### config.mk
export PLATFORM = sky130hd
export DESIGN_NAME = alu_sched_flat
export DESIGN_NICKNAME = d
export VERILOG_FILES = /design/src/rtl/alu_pkg.sv /design/src/rtl/alu_sched_if.sv /design/src/rtl/alu_sched_rr_arb2.sv /design/src/rtl/alu_sched.sv /design/src/flat_wrapper.sv
export SDC_FILE = /design/constraint.sdc
export NUM_CORES = 1
export LEC_CHECK = 0
export BUFFER_PORTS_ARGS = -buffer_cell sky130_fd_sc_hd__buf_4
export CELL_PAD_IN_SITES_DETAIL_PLACEMENT = 2
export CELL_PAD_IN_SITES_GLOBAL_PLACEMENT = 2
export CORE_MARGIN = 2
export CORE_UTILIZATION = 25
export CTS_BUF_LIST = sky130_fd_sc_hd__clkbuf_4
export DETAILED_ROUTE_END_ITERATION = 8
export MAX_ROUTING_LAYER = met4
export PLACE_DENSITY = 0.73
export SETUP_SLACK_MARGIN = 0.02
export SYNTH_ARGS = -nofsm -noshare
export SYNTH_HDL_FRONTEND = slang
export SYNTH_SLANG_ARGS = --single-unit
### constraint.sdc
create_clock -name i_clk -period 4.4 [get_ports i_clk]
set_input_delay 0.44 -clock i_clk [delete_from_list [all_inputs] [get_ports i_clk]]
set_output_delay 0.44 -clock i_clk [all_outputs]
set_load 0.05 [all_outputs]
### src/rtl/alu_pkg.sv
// Shared types and constants for the ALU scheduler slice.
package alu_pkg;
  localparam int DATA_W = 16;
  localparam int INST_W = 4;

  typedef logic [INST_W-1:0] inst_t;

  localparam inst_t FXADD = 4'd0;
  localparam inst_t FXSUB = 4'd1;
  localparam inst_t FXMUL = 4'd2;
  localparam inst_t FXMAC = 4'd3;
  localparam inst_t FXCMP = 4'd4;
  localparam inst_t FPADD = 4'd5;
  localparam inst_t FPMUL = 4'd6;
  localparam inst_t FPDIV = 4'd7;
  localparam inst_t FPCMP = 4'd8;
  localparam inst_t FPSUB = 4'd9;
  localparam inst_t OP_LEGAL_MAX = 4'd9;

  typedef enum logic [1:0] {IDLE, ISSUE, WAIT, RESP} state_t;

  function automatic logic op_legal(input inst_t op);
    return op <= OP_LEGAL_MAX;
  endfunction
endpackage

### src/rtl/alu_sched_if.sv
// Requester, ALU and response channels of the scheduler; slave is the scheduler's view.
interface alu_sched_if;
  import alu_pkg::*;

  logic              i_req0_valid;
  inst_t             i_req0_inst;
  logic [DATA_W-1:0] i_req0_a;
  logic [DATA_W-1:0] i_req0_b;
  logic              o_req0_ready;
  logic              i_req1_valid;
  inst_t             i_req1_inst;
  logic [DATA_W-1:0] i_req1_a;
  logic [DATA_W-1:0] i_req1_b;
  logic              o_req1_ready;
  inst_t             o_alu_inst;
  logic [DATA_W-1:0] o_alu_a;
  logic [DATA_W-1:0] o_alu_b;
  logic              i_alu_busy;
  logic              i_alu_valid;
  logic [DATA_W-1:0] i_alu_data;
  logic              o_rsp_valid;
  logic              o_rsp_id;
  logic [DATA_W-1:0] o_rsp_data;
  logic              o_rsp_err;
  logic              i_rsp_ready;
  logic              o_mac_lock;

  modport slave (
    input  i_req0_valid, i_req0_inst, i_req0_a, i_req0_b,
    input  i_req1_valid, i_req1_inst, i_req1_a, i_req1_b,
    input  i_alu_busy, i_alu_valid, i_alu_data, i_rsp_ready,
    output o_req0_ready, o_req1_ready, o_alu_inst, o_alu_a, o_alu_b,
    output o_rsp_valid, o_rsp_id, o_rsp_data, o_rsp_err, o_mac_lock
  );

  modport master (
    output i_req0_valid, i_req0_inst, i_req0_a, i_req0_b,
    output i_req1_valid, i_req1_inst, i_req1_a, i_req1_b,
    output i_alu_busy, i_alu_valid, i_alu_data, i_rsp_ready,
    input  o_req0_ready, o_req1_ready, o_alu_inst, o_alu_a, o_alu_b,
    input  o_rsp_valid, o_rsp_id, o_rsp_data, o_rsp_err, o_mac_lock
  );
endinterface

### src/rtl/alu_sched_rr_arb2.sv
// Two-way round-robin grant; a held MAC lock masks off the non-owner.
module rr_arb2 (
  input  logic [1:0] i_req,
  input  logic       i_last_id,
  input  logic       i_lock_en,
  input  logic       i_lock_id,
  output logic [1:0] o_gnt
);
  logic [1:0] w_elig;
  logic [1:0] w_req;

  always_comb begin
    w_elig = i_lock_en ? (i_lock_id ? 2'b10 : 2'b01) : 2'b11;
    w_req  = i_req & w_elig;
    if (w_req == 2'b11) o_gnt = i_last_id ? 2'b01 : 2'b10;
    else                o_gnt = w_req;
  end
endmodule

### src/rtl/alu_sched.sv
// Shares one ALU between two requesters: arbitrate, issue, wait for result, return tagged response.
// state | meaning
// IDLE  | arbitrate and capture a command
// ISSUE | drive the command until the ALU is not busy
// WAIT  | hold the command, wait for a result or timeout
// RESP  | present the response until the consumer takes it
module alu_sched
  import alu_pkg::*;
#(
  parameter int TIMEOUT = 15
) (
  input logic        i_clk,
  input logic        i_rst_n,
  alu_sched_if.slave bus
);
  localparam logic [7:0] TMO = 8'(TIMEOUT);

  state_t            r_state;
  logic [7:0]        r_timer;
  logic              r_last_id;
  logic              r_lock;
  logic              r_lock_id;
  logic              r_id;
  inst_t             r_inst;

  logic [1:0]        w_gnt;
  logic              w_idle;
  logic              w_acc;
  logic              w_acc_id;
  inst_t             w_inst;
  logic [DATA_W-1:0] w_a;
  logic [DATA_W-1:0] w_b;
  logic [7:0]        w_timer_nxt;
  logic              w_tmo;

  rr_arb2 u_arb (
    .i_req     ({bus.i_req1_valid, bus.i_req0_valid}),
    .i_last_id (r_last_id),
    .i_lock_en (r_lock),
    .i_lock_id (r_lock_id),
    .o_gnt     (w_gnt)
  );

  // Readiness is masked during reset so nothing is offered while the state is being cleared.
  assign w_idle           = (r_state == IDLE) && i_rst_n;
  assign bus.o_req0_ready = w_gnt[0] && w_idle;
  assign bus.o_req1_ready = w_gnt[1] && w_idle;
  assign w_acc    = (bus.o_req0_ready && bus.i_req0_valid) || (bus.o_req1_ready && bus.i_req1_valid);
  assign w_acc_id = bus.o_req1_ready;
  assign w_inst   = w_acc_id ? bus.i_req1_inst : bus.i_req0_inst;
  assign w_a      = w_acc_id ? bus.i_req1_a : bus.i_req0_a;
  assign w_b      = w_acc_id ? bus.i_req1_b : bus.i_req0_b;

  assign w_timer_nxt    = (r_timer == 8'hFF) ? r_timer : r_timer + 8'd1;
  assign w_tmo          = w_timer_nxt >= TMO;
  assign bus.o_mac_lock = r_lock;

  always_ff @(posedge i_clk) begin
    if (!i_rst_n) begin
      r_state         <= IDLE;
      r_timer         <= '0;
      r_last_id       <= 1'b1;
      r_lock          <= 1'b0;
      r_lock_id       <= 1'b0;
      r_id            <= 1'b0;
      r_inst          <= '0;
      bus.o_alu_inst  <= '0;
      bus.o_alu_a     <= '0;
      bus.o_alu_b     <= '0;
      bus.o_rsp_valid <= 1'b0;
      bus.o_rsp_id    <= 1'b0;
      bus.o_rsp_data  <= '0;
      bus.o_rsp_err   <= 1'b0;
    end else begin
      case (r_state)
        IDLE: if (w_acc) begin
          r_id   <= w_acc_id;
          r_inst <= w_inst;
          if (op_legal(w_inst)) begin
            r_state        <= ISSUE;
            bus.o_alu_inst <= w_inst;
            bus.o_alu_a    <= w_a;
            bus.o_alu_b    <= w_b;
          end else begin
            r_state         <= RESP;
            bus.o_rsp_valid <= 1'b1;
            bus.o_rsp_id    <= w_acc_id;
            bus.o_rsp_data  <= '0;
            bus.o_rsp_err   <= 1'b1;
          end
        end
        ISSUE: if (!bus.i_alu_busy) begin
          r_state <= WAIT;
          r_timer <= '0;
        end
        WAIT: begin
          r_timer <= w_timer_nxt;
          // A result arriving on the timeout cycle is still delivered as good data.
          if (bus.i_alu_valid || w_tmo) begin
            r_state         <= RESP;
            bus.o_alu_inst  <= '0;
            bus.o_alu_a     <= '0;
            bus.o_alu_b     <= '0;
            bus.o_rsp_valid <= 1'b1;
            bus.o_rsp_id    <= r_id;
            bus.o_rsp_data  <= bus.i_alu_valid ? bus.i_alu_data : '0;
            bus.o_rsp_err   <= !bus.i_alu_valid;
          end
        end
        RESP: if (bus.i_rsp_ready) begin
          r_state         <= IDLE;
          r_last_id       <= r_id;
          bus.o_rsp_valid <= 1'b0;
          bus.o_rsp_id    <= 1'b0;
          bus.o_rsp_data  <= '0;
          bus.o_rsp_err   <= 1'b0;
          if (!bus.o_rsp_err && r_inst == FXMAC) begin
            r_lock    <= 1'b1;
            r_lock_id <= r_id;
          end else if (bus.o_rsp_err || (r_lock && r_lock_id == r_id)) begin
            r_lock <= 1'b0;
          end
        end
        default: r_state <= IDLE;
      endcase
    end
  end
endmodule

### src/flat_wrapper.sv
// flat-port wrapper written by rule: the top's interface ports become plain ports
module alu_sched_flat import alu_pkg::*;
#(
  parameter int TIMEOUT = 15
)
  (i_clk, i_rst_n, bus_i_req0_valid, bus_i_req0_inst, bus_i_req0_a, bus_i_req0_b, bus_i_req1_valid, bus_i_req1_inst, bus_i_req1_a, bus_i_req1_b, bus_i_alu_busy, bus_i_alu_valid, bus_i_alu_data, bus_i_rsp_ready, bus_o_req0_ready, bus_o_req1_ready, bus_o_alu_inst, bus_o_alu_a, bus_o_alu_b, bus_o_rsp_valid, bus_o_rsp_id, bus_o_rsp_data, bus_o_rsp_err, bus_o_mac_lock);
  alu_sched_if bus_i ();
  input logic i_clk;
  input logic i_rst_n;
  input wire logic [$bits(bus_i.i_req0_valid)-1:0] bus_i_req0_valid;
  input wire logic [$bits(bus_i.i_req0_inst)-1:0] bus_i_req0_inst;
  input wire logic [$bits(bus_i.i_req0_a)-1:0] bus_i_req0_a;
  input wire logic [$bits(bus_i.i_req0_b)-1:0] bus_i_req0_b;
  input wire logic [$bits(bus_i.i_req1_valid)-1:0] bus_i_req1_valid;
  input wire logic [$bits(bus_i.i_req1_inst)-1:0] bus_i_req1_inst;
  input wire logic [$bits(bus_i.i_req1_a)-1:0] bus_i_req1_a;
  input wire logic [$bits(bus_i.i_req1_b)-1:0] bus_i_req1_b;
  input wire logic [$bits(bus_i.i_alu_busy)-1:0] bus_i_alu_busy;
  input wire logic [$bits(bus_i.i_alu_valid)-1:0] bus_i_alu_valid;
  input wire logic [$bits(bus_i.i_alu_data)-1:0] bus_i_alu_data;
  input wire logic [$bits(bus_i.i_rsp_ready)-1:0] bus_i_rsp_ready;
  output wire logic [$bits(bus_i.o_req0_ready)-1:0] bus_o_req0_ready;
  output wire logic [$bits(bus_i.o_req1_ready)-1:0] bus_o_req1_ready;
  output wire logic [$bits(bus_i.o_alu_inst)-1:0] bus_o_alu_inst;
  output wire logic [$bits(bus_i.o_alu_a)-1:0] bus_o_alu_a;
  output wire logic [$bits(bus_i.o_alu_b)-1:0] bus_o_alu_b;
  output wire logic [$bits(bus_i.o_rsp_valid)-1:0] bus_o_rsp_valid;
  output wire logic [$bits(bus_i.o_rsp_id)-1:0] bus_o_rsp_id;
  output wire logic [$bits(bus_i.o_rsp_data)-1:0] bus_o_rsp_data;
  output wire logic [$bits(bus_i.o_rsp_err)-1:0] bus_o_rsp_err;
  output wire logic [$bits(bus_i.o_mac_lock)-1:0] bus_o_mac_lock;
  assign bus_i.i_req0_valid = bus_i_req0_valid;
  assign bus_i.i_req0_inst = bus_i_req0_inst;
  assign bus_i.i_req0_a = bus_i_req0_a;
  assign bus_i.i_req0_b = bus_i_req0_b;
  assign bus_i.i_req1_valid = bus_i_req1_valid;
  assign bus_i.i_req1_inst = bus_i_req1_inst;
  assign bus_i.i_req1_a = bus_i_req1_a;
  assign bus_i.i_req1_b = bus_i_req1_b;
  assign bus_i.i_alu_busy = bus_i_alu_busy;
  assign bus_i.i_alu_valid = bus_i_alu_valid;
  assign bus_i.i_alu_data = bus_i_alu_data;
  assign bus_i.i_rsp_ready = bus_i_rsp_ready;
  assign bus_o_req0_ready = bus_i.o_req0_ready;
  assign bus_o_req1_ready = bus_i.o_req1_ready;
  assign bus_o_alu_inst = bus_i.o_alu_inst;
  assign bus_o_alu_a = bus_i.o_alu_a;
  assign bus_o_alu_b = bus_i.o_alu_b;
  assign bus_o_rsp_valid = bus_i.o_rsp_valid;
  assign bus_o_rsp_id = bus_i.o_rsp_id;
  assign bus_o_rsp_data = bus_i.o_rsp_data;
  assign bus_o_rsp_err = bus_i.o_rsp_err;
  assign bus_o_mac_lock = bus_i.o_mac_lock;
  alu_sched #(.TIMEOUT(TIMEOUT)) u_core (.i_clk(i_clk), .i_rst_n(i_rst_n), .bus(bus_i));
endmodule
* Word level (Yosys, flattened, before mapping)
Cells that the tools add are included.
** Cells by class
- Add/sub/neg operators :: 1
- Order comparisons :: 2
- Equal/unequal tests :: 13
- Muxes and demuxes :: 46
- Bitwise logic cells :: 1
- Reduce and logical (&&, ||, !) cells :: 25
** Operator list (count)
- $mux 16 :: 12
- $pmux 16 s2 :: 2
- $pmux 16 s3 :: 1
- $mux 2 :: 9
- $mux 4 :: 4
- $mux 8 :: 2
- $pmux 8 s2 :: 1
- $mux 1 :: 10
- $pmux 1 s3 :: 3
- $add 8x1->8 const B :: 1
- $eq 8x8->1 const B :: 1
- $ge 8x4->1 const B :: 1
- $ne 2x2->1 const B :: 4
- $pmux 2 s4 :: 1
- $pmux 4 s2 :: 1
- $reduce_and 4->1 :: 2
- $logic_and 1x1->1 :: 7
- $eq 2x2->1 const B :: 3
- $reduce_and 2->1 :: 3
- $reduce_and 3->1 :: 2
- $reduce_bool 2->1 :: 3
- $reduce_and 5->1 :: 1
- $eq 4x2->1 const B :: 1
- $le 4x4->1 const B :: 1
- other kinds (8) :: 12
** Word-level totals
- Register bits after elaboration :: 73

* Depth between registers and ports, before layout
Gate-level depths: netlist of the first run.
- Depth after elaboration :: 11
- Gate-level depth with buffers :: 10
- Gate-level depth less buffers :: 8

* Modules after synthesis
From an unflattened synthesis of the first run, not the netlist that was laid out.
** Unflattened totals
- Cells, all modules :: 428
- Area, all modules :: 3829.9 sq um
** By module, submodules not included
- alu_sched :: instances 1, cells an instance 422, area an instance 3792.4 sq um, sequential area each 1461.4 sq um
- rr_arb2 :: instances 1, cells an instance 6, area an instance 37.5 sq um, sequential area each 0.0 sq um

* Worst setup path before layout of the first run
OpenSTA, ideal clock, no wires.
- Kind :: flip-flop to output port
- From :: register u_core.r_lock, in the netlist u_core.bus.o_mac_lock
- To :: output bus_o_req0_ready
- Arrival time :: 2077 ps
- Data required time :: 3960 ps
- Slack :: 1883 ps
- Cell stages (with the launch flop) :: 3
- Buffers on the path :: 0
- Path through :: dfxtp_1 -> nor2_1 -> a221oi_1
** Between the ends
- Word-level cells in the longest chain between the ends :: 5
** RTL lines
- from (decl) :: RTL line alu_sched.sv:21 : logic r_lock;
- from (signal assigned) :: RTL line alu_sched.sv:63 : r_lock <= 1'b0;
- from (signal assigned) :: RTL line alu_sched.sv:118 : r_lock <= 1'b1;
- from (signal assigned) :: RTL line alu_sched.sv:121 : r_lock <= 1'b0;
- $mux 2 (*) :: RTL line alu_sched_rr_arb2.sv:13 : w_elig = i_lock_en ? (i_lock_id ? 2'b10 : 2'b01) : 2'b11;
- $and 2x2->2 (*) :: RTL line alu_sched_rr_arb2.sv:14 : w_req = i_req & w_elig;
- $eq 2x2->1 :: RTL line alu_sched_rr_arb2.sv:15 : if (w_req == 2'b11) o_gnt = i_last_id ? 2'b01 : 2'b10;
- $mux 2 (*) :: RTL line alu_sched_rr_arb2.sv:15
- $logic_and 1x1->1 (*) :: RTL line alu_sched.sv:46 : assign bus.o_req0_ready = w_gnt[0] && w_idle;
- to (decl) :: RTL line flat_wrapper.sv:22 : output wire logic [$bits(bus_i.o_req0_ready)-1:0] bus_o_req0_ready;
Every way passes the cells marked *; elsewhere a longest branch is shown, timed or not.

* Worst setup path in the final report of the first run
- From :: register u_core.r_state[0]
- To :: register u_core.bus.o_rsp_data[0]
** Between the ends
- Word-level cells in the longest chain between the ends :: 7
** RTL lines
- from (decl) :: RTL line alu_sched.sv:18 : state_t r_state;
- from (signal assigned) :: RTL line alu_sched.sv:60 : r_state <= IDLE;
- from (signal assigned) :: RTL line alu_sched.sv:80 : r_state <= ISSUE;
- from (signal assigned) :: RTL line alu_sched.sv:85 : r_state <= RESP;
- $logic_not 2->1 :: RTL line alu_sched.sv:45, alu_sched.sv:75
- $logic_and 1x1->1 :: RTL line alu_sched.sv:45 : assign w_idle = (r_state == IDLE) && i_rst_n;
- $logic_and 1x1->1 (on tied branches) :: RTL line alu_sched.sv:47, alu_sched.sv:46
- $mux 4 / $logic_and 1x1->1 (equally long branches) :: RTL line alu_sched.sv:50, alu_sched.sv:48
- $le 4x4->1 / $logic_or 1x1->1 (equally long branches) :: RTL line alu_pkg.sv:23, alu_sched.sv:48
- $ne 2x2->1 (no source line) / $ne 2x1->1 (equally long branches)
- $reduce_and 5->1 (no source line)
- to (signal assigned) :: RTL line alu_sched.sv:106 : bus.o_rsp_data <= bus.i_alu_valid ? bus.i_alu_data : '0;
- to (decl) :: RTL line alu_sched_if.sv:33 : output o_rsp_valid, o_rsp_id, o_rsp_data, o_rsp_err, o_mac_lock
Parallel ways exist; a longest one is shown, timed or not.
A chain may end at the register's enable or synchronous reset.

==> results of run 1 <==
-- metrics by stage --
stage                     instances  cell area, um^2
final                           766             5100
after global routing            766             5100
after CTS                       766             5100
after detailed placement        750             4950
after global placement          750             4950
after floorplan                 443             3710
-- where the power goes --
group | internal [mW] | switching, mW | total [mW] | leakage [nW]
Sequential | 0.823 | 0.103 | 0.926 | 0.596
Combinational | 0.424 | 0.926 | 1.35 | 1.58
Clock | 0.235 | 0.252 | 0.487 | 0.0859
-- flip-flops by register name, summed over array words and instances (netlist names) --
register,flops
u_core.bus.o_alu_a,16
u_core.bus.o_alu_b,16
u_core.bus.o_alu_inst,4
u_core.bus.o_mac_lock,1
u_core.bus.o_rsp_data,16
u_core.bus.o_rsp_err,1
u_core.bus.o_rsp_id,1
u_core.bus.o_rsp_valid,1
u_core.r_id,1
u_core.r_inst,4
u_core.r_last_id,1
u_core.r_lock_id,1
u_core.r_state,2
u_core.r_timer,8
-- Yosys cell counts, types with 2 or more instances --
master    instances
nor3_1            6
nand3b_1          3
buf_2            10
a41oi_1           2
a221oi_1          3
and2_1            3
nand2b_1          3
dfxtp_1          73
mux2_2           32
o21a_1            3
ha_1              6
inv_1             6
a21oi_1           7
clkbuf_2          3
o211ai_1          3
nand4_1           4
and3_1            5
a31oi_1           3
a211oi_1          4
mux2i_1          29
o21ai_0          44
nand4_2           2
nor2_1           16
nand3_1          40
nor2b_1           3
clkbuf_1         17
nand2_1          93
-- final cells by class --
cell class / count / area [um^2] / area share [%]
inverters: 7 / 26.3 / 0.515
repair buffers: 156 / 1170 / 22.9
clock buffers: 10 / 75.1 / 1.47
multi-input cells: 330 / 2060 / 40.3
well taps: 184 / 230 / 4.51
flip-flops and latches: 73 / 1460 / 28.6
clock inverters: 6 / 81.3 / 1.59
-- metal layers --
layer	part of all wire, %	track usage, %
met5	0	-
met4	0.87	3.88
met3	7.1	5.44
met2	49	28.2
met1	43	19.8
-- tightest hold or removal path, stage by stage --
cell and delay [ns]:
buf_4 0.11, nand2_1 0.04, mux2i_1 0.06
-- worst max-delay path by stage --
stage	from	endpoint	slack (ns)
after floorplan	u_core.bus.o_mac_lock	bus_o_req0_ready	1.88
after global placement	i_rst_n	u_core.bus.o_alu_a[0]	1.30
after detailed placement	i_rst_n	u_core.bus.o_alu_b[10]	1.13
after CTS	u_core.r_state[0]	u_core.bus.o_rsp_data[0]	1.36
after global routing	u_core.r_state[0]	u_core.bus.o_rsp_data[15]	1.11
final	u_core.r_state[0]	u_core.bus.o_rsp_data[0]	1.40
-- cell families after synthesis --
family	count (synthesis)	synth area share [%]
AOI/OAI and AO/OA	79	12.9
adders and majority gates	6	2.02
muxes	61	17.5
xor gates and xnor gates	2	0.472
buffers and inverters	40	5.13
DFF	73	39.4
and+or+nand+nor	182	22.5
==> out/summary.txt, run 1 <==
Root Buffer: clkbuf_4
VDD IR-drop max: 0.194 mV
Rows: 44
CP max stage cell: nand4_2
Worst reg-to-reg path cell count: 7
Postcts setup bufs: 0
Worst path top cell family by delay: simple AND/OR/NAND/NOR gates
Status: complete, no violations
Via count: 3,697
Layout fillers: 1,699
Max-slew violations: 0
Die Ht: 126 um
Worst R2R Setup Slack: 1.40 ns
Top Ports: 153
Final wirelength: 12,900 um
Post-synth cell types: 47
WHS: 0.246 ns
Dpl ws: 1.13 ns
Mapped Area: 3710 um^2
Proportion of layout cells with a drive suffix above 1: 35.7%
Critical R2R Launch: u_core.r_state[0]
Commonest non-fill, non-tap cells in the layout: buf_4 (156), nand2_1 (93), dfxtp_1 (73), o21ai_0 (44), nand3_1 (40)
Area grow syn2layout: 37.6%
Total die area: 15,800 um^2
Post-cts sizing count: 0
Most common cell after layout, fill and taps aside: buf_4
Max-capacitance violation count: 0
First-pass GRT wire length: 20,900 um
Total grt overflow: 0
Critical path class: register to register
Worst slew pin tran: 0.867 ns
Critical path startpoint category: register
Ant diodes: 0
Skew-Pair Late Insertion Delay: 0.43 ns
Fin util: 35.1%
YS warnings: 0
Vias in the first global route: 4,120
Total Power Consumption: 2.76 mW
Hold path depth: 3
Synth top area cells: dfxtp_1 (39%), mux2_2 (9.7%), nand2_1 (9.4%), mux2i_1 (7.8%), o21ai_0 (5.9%)
Async SR Flop Fraction: 0%
CP cell instances: inv_1, ha_1, nor2_1, and3_1, a221oi_1, nand4_2, mux2i_1
First-pass DRT Iterations: 4
LEAKAGE: 2.26 nW
Post-synth EDFFs: 0
Worst hold endpoint: u_core.bus.o_rsp_data[6]
GP Congestion: 0.785
Hold Crit Start: bus_i_alu_data[6]
Post-DP HPWL: 9660 um
Layout Nets: 678
Largest net degree at the start of global routing: 78
Post-route DRC: 0
Clk sink count: 73
Stages on the worst setup path: 7
Worst Skew: 0.0173 ns
Maximum fanout along the worst path: 19
Core area: 14,500 um^2
Final hold violations: 0
Setup TNS Final: 0 ns
Per-cell routed wire length: 16.9 um
Worst relative slew slack: 42.0%
CTS hold repair buffers: 0
Period utilization: 68.2%
CTS clk-pin slew, worst paths: 0.13 ns
Final critical-path required period: 3.00 ns
I/O Buffers: 152
FMAX: 0.333 GHz
Post-DRT Antenna Nets: 0
Worst endpoint data arrival time: 3.34 ns
Net Count, Synth: 544
All-Layer GR Usage: 16.8%
Reg-to-Reg End: u_core.bus.o_rsp_data[0]
Share of the synthesized area in the top cell type: 39.4%
CTS tree: built
Power Density: 541 nW/um^2
Seq/Total Area, Yosys: 39.4%
Initial drt markers: 129
Worst setup EP type: register
Worst Path Required: 4.74 ns
Die Width: 126 um
Final setup margin: 1.40 ns
Post-Syn Instances: 443
CTS Buffer Depth: 2
H-tree depth: 3
Vias/cell: 4.83
Yosys reg bits: 73
Slowest stage delay, CP: 0.72 ns
Mapped Avg Cell Area: 8.37 um^2
Top_reg_cell synth: dfxtp_1
Largest area contributor in the netlist: dfxtp_1
Final setup violation count: 0
Initial antenna violation count: 0
Hold/Removal Path Class: input pin to register
Worst Path Buf+Inv: 1
RSZ-0062 raised after global routing: false
Initial core utilization: 25.5%
Number of buffers created by CTS: 9
Power figures use the tool's default switching activity.
==> run 2: changes to the inputs <==
==> constraint.sdc (replaced) <==
create_clock -name i_clk -period 3 [get_ports i_clk]
set_input_delay 0.3 -clock i_clk [delete_from_list [all_inputs] [get_ports i_clk]]
set_output_delay 0.3 -clock i_clk [all_outputs]
set_load 0.05 [all_outputs]
==> out/summary.txt, run 2 (synthesis gave the netlist of run 1 again) <==
Status: complete, no violations
Worst slew pin tran: 0.647 ns (-0.221 ns)
Via count: 3,746 (+1.3%)
CTS hold repair buffers: 0 (unchanged)
Worst endpoint data arrival time: 2.83 ns (-0.51 ns)
Initial core utilization: 25.5% (unchanged)
Power Density: 772 nW/um^2 (+43%)
Post-route DRC: 0 (unchanged)
Worst Path Buf+Inv: 3 (+2)
Top Ports: 153 (unchanged)
CTS tree: built
Maximum fanout along the worst path: 19 (unchanged)
Postcts setup bufs: 0 (unchanged)
Area of the multi-input gates: 2060 um^2 (unchanged)
Commonest non-fill, non-tap cells in the layout: buf_4 (159), nand2_1 (93), dfxtp_1 (73), o21ai_0 (44), nand3_1 (40)
Sequential cell area: 1460 um^2 (unchanged)
First-pass DRT Iterations: 6 (+2)
Period utilization: 83.0% (+15 points)
Worst setup EP type: register
Worst path top cell family by delay: buffers and inverters
Clk sink count: 73 (unchanged)
Layout fillers: 1,679 (-1.2%)
Rows: 44 (unchanged)
Worst Path Required: 3.34 ns (-1.40 ns)
Final setup margin: 0.510 ns (-0.891 ns)
Post-DP HPWL: 9870 um (+2.2%)
Max-capacitance violation count: 0 (unchanged)
Core area: 14,500 um^2 (unchanged)
Critical path class: register to register
Vias/cell: 4.87 (+0.93%)
Post-cts sizing count: 0 (unchanged)
Skew-Pair Late Insertion Delay: 0.42 ns (about the same)
Initial drt markers: 108 (-16%)
CP cell instances: inv_1, ha_1, buf_4, nand4b_1, or3_4, nand4_2, buf_4, mux2i_1
RSZ-0062 raised after global routing: false
CTS Buffer Depth: 2 (unchanged)
Top cell by count, worst path: buf_4
Area grow syn2layout: 37.8%
Vias in the first global route: 4,230 (+2.7%)
Final hold violations: 0 (unchanged)
Biggest regs: u_core.bus.o_alu_a x16, u_core.bus.o_alu_b x16, u_core.bus.o_rsp_data x16
Worst relative slew slack: 56.9% (+15 points)
Per-cell routed wire length: 16.8 um (-0.19%)
Final critical-path required period: 2.49 ns (-0.509 ns)
I/O Buffers: 152 (unchanged)
Number of buffers created by CTS: 9 (unchanged)
Dpl ws: 0.545 ns (-0.587 ns)
CP max stage cell: ha_1
CTS clk-pin slew, worst paths: 0.13 ns (about the same)
Critical path startpoint category: register
Worst R2R Setup Slack: 0.51 ns (-0.89 ns)
Slowest stage delay, CP: 0.40 ns (-0.32 ns)
Max-slew violations: 0 (unchanged)
Layout Nets: 682 (+0.59%)
First-pass GRT wire length: 21,200 um (+1.6%)
Total die area: 15,800 um^2 (unchanged)
Die Width: 126 um (unchanged)
GP Congestion: 0.816 (+4.0%)
H-tree depth: 3 (unchanged)
Final setup violation count: 0 (unchanged)
Root Buffer: clkbuf_4
FMAX: 0.402 GHz (+20%)
Most common cell after layout, fill and taps aside: buf_4
All-Layer GR Usage: 17.0% (+0.18 points)
Ant diodes: 0 (unchanged)
Total grt overflow: 0 (unchanged)
Hold/Removal Path Class: input pin to register
Post-DRT Antenna Nets: 0 (unchanged)
Initial antenna violation count: 0 (unchanged)
Worst Skew: 0.0137 ns (-0.00364 ns)
Largest net degree at the start of global routing: 73 (-6.4%)
Die Ht: 126 um (unchanged)
LEAKAGE: 2.26 nW (+0.31%)
Proportion of layout cells with a drive suffix above 1: 36.1% (+0.33 points)
VDD IR-drop max: 0.317 mV (+64%)
Setup TNS Final: 0 ns (unchanged)
Final wirelength: 12,900 um (+0.20%)
[run 2: worst register-to-register path, cell delays in order (launching register included)]
cell and delay (ns):
dfxtp_1 0.36, inv_1 0.12, ha_1 0.40, buf_4 0.26, nand4b_1 0.22, or3_4 0.40
nand4_2 0.08, buf_4 0.34, mux2i_1 0.26
[run 2: layout make-up]
class                   count  share of cell area, %
multi-input cells         330                   40.3
flip-flops and latches     73                   28.6
repair buffers            160                   23.7
well taps                 184                   4.50
clock buffers              10                   1.47
clock inverters             5                  0.930
inverters                   7                  0.514
[run 2: stage by stage]
| step | hold slack [ns] | instance area [um^2] | power [mW] | instances | util (%) |
|---|---|---|---|---|---|
| global placement | 0.445 | 4990 | 3.34 | 754 | 34.3 |
| floorplan | 0.439 | 3710 | 2.72 | 443 | - |
| detailed placement | 0.454 | 4990 | 3.39 | 754 | 34.3 |
| global route | 0.0812 | 5110 | 4.21 | 769 | 35.2 |
| CTS | 0.0886 | 5110 | 4.01 | 769 | 35.2 |
| finish | 0.120 | 5110 | 3.95 | 769 | 35.2 |
[run 2: path summary, 6_finish.rpt]
kind	depth (start not counted)	startpoint	endpoint
setup reg to reg	8	u_core.r_state[0]	u_core.bus.o_rsp_data[9]
hold / removal	3	bus_i_alu_data[8]	u_core.bus.o_rsp_data[8]
hold reg to reg	2	u_core.bus.o_alu_inst[3]	u_core.bus.o_alu_inst[3]
setup / recovery	8	u_core.r_state[0]	u_core.bus.o_rsp_data[9]
[run 2: report_power, final]
group	leakage (nW)	internal, mW	total (mW)	switching [mW]
clock network	0.0711	0.252	0.606	0.354
registers	0.596	1.21	1.36	0.150
logic	1.60	0.634	1.98	1.35
[run 2: per-layer routing]
layer / track usage (%) / wire length (um) / share of wire (%) / up-vias
li1: - / - / - / 1823
met1: 19.4 / 5420 / 42 / 1810
met4: 4.46 / 94 / 0.73 / 0
met3: 5.69 / 951 / 7.3 / 6
met2: 28.9 / 6470 / 50 / 107
met5: - / 0 / 0 / -
==> run 3: changes to the inputs <==
--- a/config.mk
+++ b/config.mk
@@ -13,7 +13,7 @@
 export CTS_BUF_LIST = sky130_fd_sc_hd__clkbuf_4
 export DETAILED_ROUTE_END_ITERATION = 8
 export MAX_ROUTING_LAYER = met4
-export PLACE_DENSITY = 0.73
+export PLACE_DENSITY = 0.76
 export SETUP_SLACK_MARGIN = 0.02
 export SYNTH_ARGS = -nofsm -noshare
 export SYNTH_HDL_FRONTEND = slang
==> constraint.sdc (replaced) <==
create_clock -name i_clk -period 2.02 [get_ports i_clk]
set_input_delay 0.202 -clock i_clk [delete_from_list [all_inputs] [get_ports i_clk]]
set_output_delay 0.202 -clock i_clk [all_outputs]
set_load 0.05 [all_outputs]
==> out/summary.txt, run 3 (synthesis gave the netlist of run 1 again) <==
Status: finished with violations
Failing checks: negative setup slack
All-Layer GR Usage: 18.8% (+1.7 points)
I/O Buffers: 152 (unchanged)
Placed Cells: 770 (+2.1%)
Final setup violation count: 55 (+55)
Post-route DRC: 0 (unchanged)
Vias/cell: 5.02 (+3.1%)
FMAX: 0.453 GHz (+13%)
Post-DP HPWL: 10,500 um (+6.3%)
Hold/Removal Path Class: input pin to register
Max-slew violations: 0 (unchanged)
Layout fillers: 1,593 (-5.1%)
Die Ht: 126 um (unchanged)
Die Width: 126 um (unchanged)
Skew-Pair Late Insertion Delay: 0.44 ns (+0.02 ns)
Initial drt markers: 98 (-9.3%)
LEAKAGE: 2.70 nW (+19%)
VDD IR-drop max: 0.521 mV (+64%)
Per-cell routed wire length: 19.9 um (+19%)
Worst setup EP type: register
Worst Skew: 0.0201 ns (+0.00643 ns)
Dpl ws: -0.112 ns (-0.656 ns)
First-pass DRT Iterations: 5 (-1)
CTS clk-pin slew, worst paths: 0.13 ns (about the same)
Total Power Consumption: 6.98 mW (+77%)
Via count: 4,158 (+11%)
Worst Path Required: 2.35 ns (-0.99 ns)
Initial core utilization: 25.5% (unchanged)
Power Density: 1130 nW/um^2 (+46%)
Ant diodes: 0 (unchanged)
Final setup margin: -0.189 ns (-0.700 ns)
WHS: 0.0322 ns (-0.0877 ns)
Biggest regs: u_core.bus.o_alu_a x16, u_core.bus.o_alu_b x16, u_core.bus.o_rsp_data x16
Final hold violations: 0 (unchanged)
Layout Nets: 740 (+8.5%)
Proportion of layout cells with a drive suffix above 1: 50.6% (+15 points)
Combinational share of power: 56.9% (+6.6 points)
GP Congestion: 0.828 (+1.5%)
Max-capacitance violation count: 0 (unchanged)
Clk sink count: 73 (unchanged)
First-pass GRT wire length: 22,900 um (+8.0%)
Total grt overflow: 0 (unchanged)
Final wirelength: 16,500 um (+28%)
Top Ports: 153 (unchanged)
CP startpoint: u_core.bus.o_mac_lock
Worst endpoint data arrival time: 2.54 ns (-0.29 ns)
Number of buffers created by CTS: 9 (unchanged)
Setup TNS Final: -5.25 ns (-5.25 ns)
Post-DRT Antenna Nets: 0 (unchanged)
Design area: 6200 um^2 (+21%)
Worst slew pin tran: 0.675 ns (+0.0285 ns)
Root Buffer: clkbuf_4
RSZ-0062 raised after global routing: true
Critical path startpoint category: register
Critical R2R Launch: u_core.bus.o_mac_lock
Reg power frac: 29.3% (-5.1 points)
Area grow syn2layout: 67.2%
H-tree depth: 3 (unchanged)
Largest net degree at the start of global routing: 41 (-44%)
Worst relative slew slack: 55.0% (-1.9 points)
Critical path class: register to register
Core area: 14,500 um^2 (unchanged)
CTS tree: built
Fin util: 42.7% (+7.5 points)
Hold Crit Start: bus_i_rsp_ready
Clock power share: 13.9% (-1.5 points)
Internal: 3.71 mW (+77%)
Rows: 44 (unchanged)
Vias in the first global route: 4,424 (+4.6%)
Commonest non-fill, non-tap cells in the layout: buf_4 (186), nand2_1 (89), dfxtp_1 (65), mux2_2 (32), nand3_2 (27)
Sw Ratio: 46.8% (-0.15 points)
Period utilization: 109% (+26 points)
Cell Count, Final, Fillers Out: 828 (+7.7%)
NetSw: 3.27 mW (+76%)
Initial antenna violation count: 0 (unchanged)
Final critical-path required period: 2.21 ns (-0.280 ns)
Placed inst area: 5180 um^2 (+3.9%)
CTS Buffer Depth: 2 (unchanged)
Total die area: 15,800 um^2 (unchanged)
Most common cell after layout, fill and taps aside: buf_4
Maximum fanout along the worst path: 9 (-10)
-- run 3: final timing paths --
check | endpoint | depth (start not counted) | slack [ns]
min | u_core.r_last_id | 3 | 0.03
max reg2reg | u_core.bus.o_rsp_data[8] | 8 | -0.19
max | u_core.bus.o_rsp_data[8] | 8 | -0.19
min reg2reg | u_core.bus.o_alu_b[13] | 2 | 0.46
-- run 3: worst max-delay path: stages, from the launching register on --
cell and delay (ns):
dfxtp_4 0.40, nand3b_1 0.27, nand4_1 0.25, clkinvlp_4 0.16, a221oi_4 0.33, nand4_4 0.23, buf_12 0.20, clkbuf_16 0.15
mux2i_1 0.11
-- run 3: repair_timing --
item                                    in CTS  in global routing
resized for setup                           25                 93
setup buffers                                6                 15
pin swaps                                    4                  8
hold buffers                                11                  1
endpoints found under the setup margin      55                 60
cloned                                       3                  6
endpoints found under the hold margin       11                  1
-- run 3: layout make-up --
type | count | area (um^2) | area share, %
Multi-Input combinational cell | 330 | 2400 | 38.7
Timing Repair Buffer | 218 | 1920 | 30.9
Sequential cell | 73 | 1480 | 23.9
Tap cell | 184 | 230 | 3.71
Clock inverter | 7 | 71.3 | 1.15
Clock buffer | 9 | 67.6 | 1.09
Inverter | 7 | 35.0 | 0.565
-- run 3: per-layer routing --
layer  GRT usage (%)  vias up  part of all wire (%)
met2            33.2      138                    52
met3            5.90       19                   6.2
met5               -        -                     0
met4            4.20        0                   1.7
li1                -     1949                     -
met1            20.7     2052                    40
-- run 3: power by group through the flow --
stage                     combinational [mW]  clock [mW]  sequential, mW
after global placement                  3.07           0            2.03
final                                   3.97       0.970            2.04
after floorplan                        0.969           0            3.11
after detailed placement                3.15           0            2.06
after global routing                    4.18        1.08            2.09
after CTS                               3.44        1.00            2.04
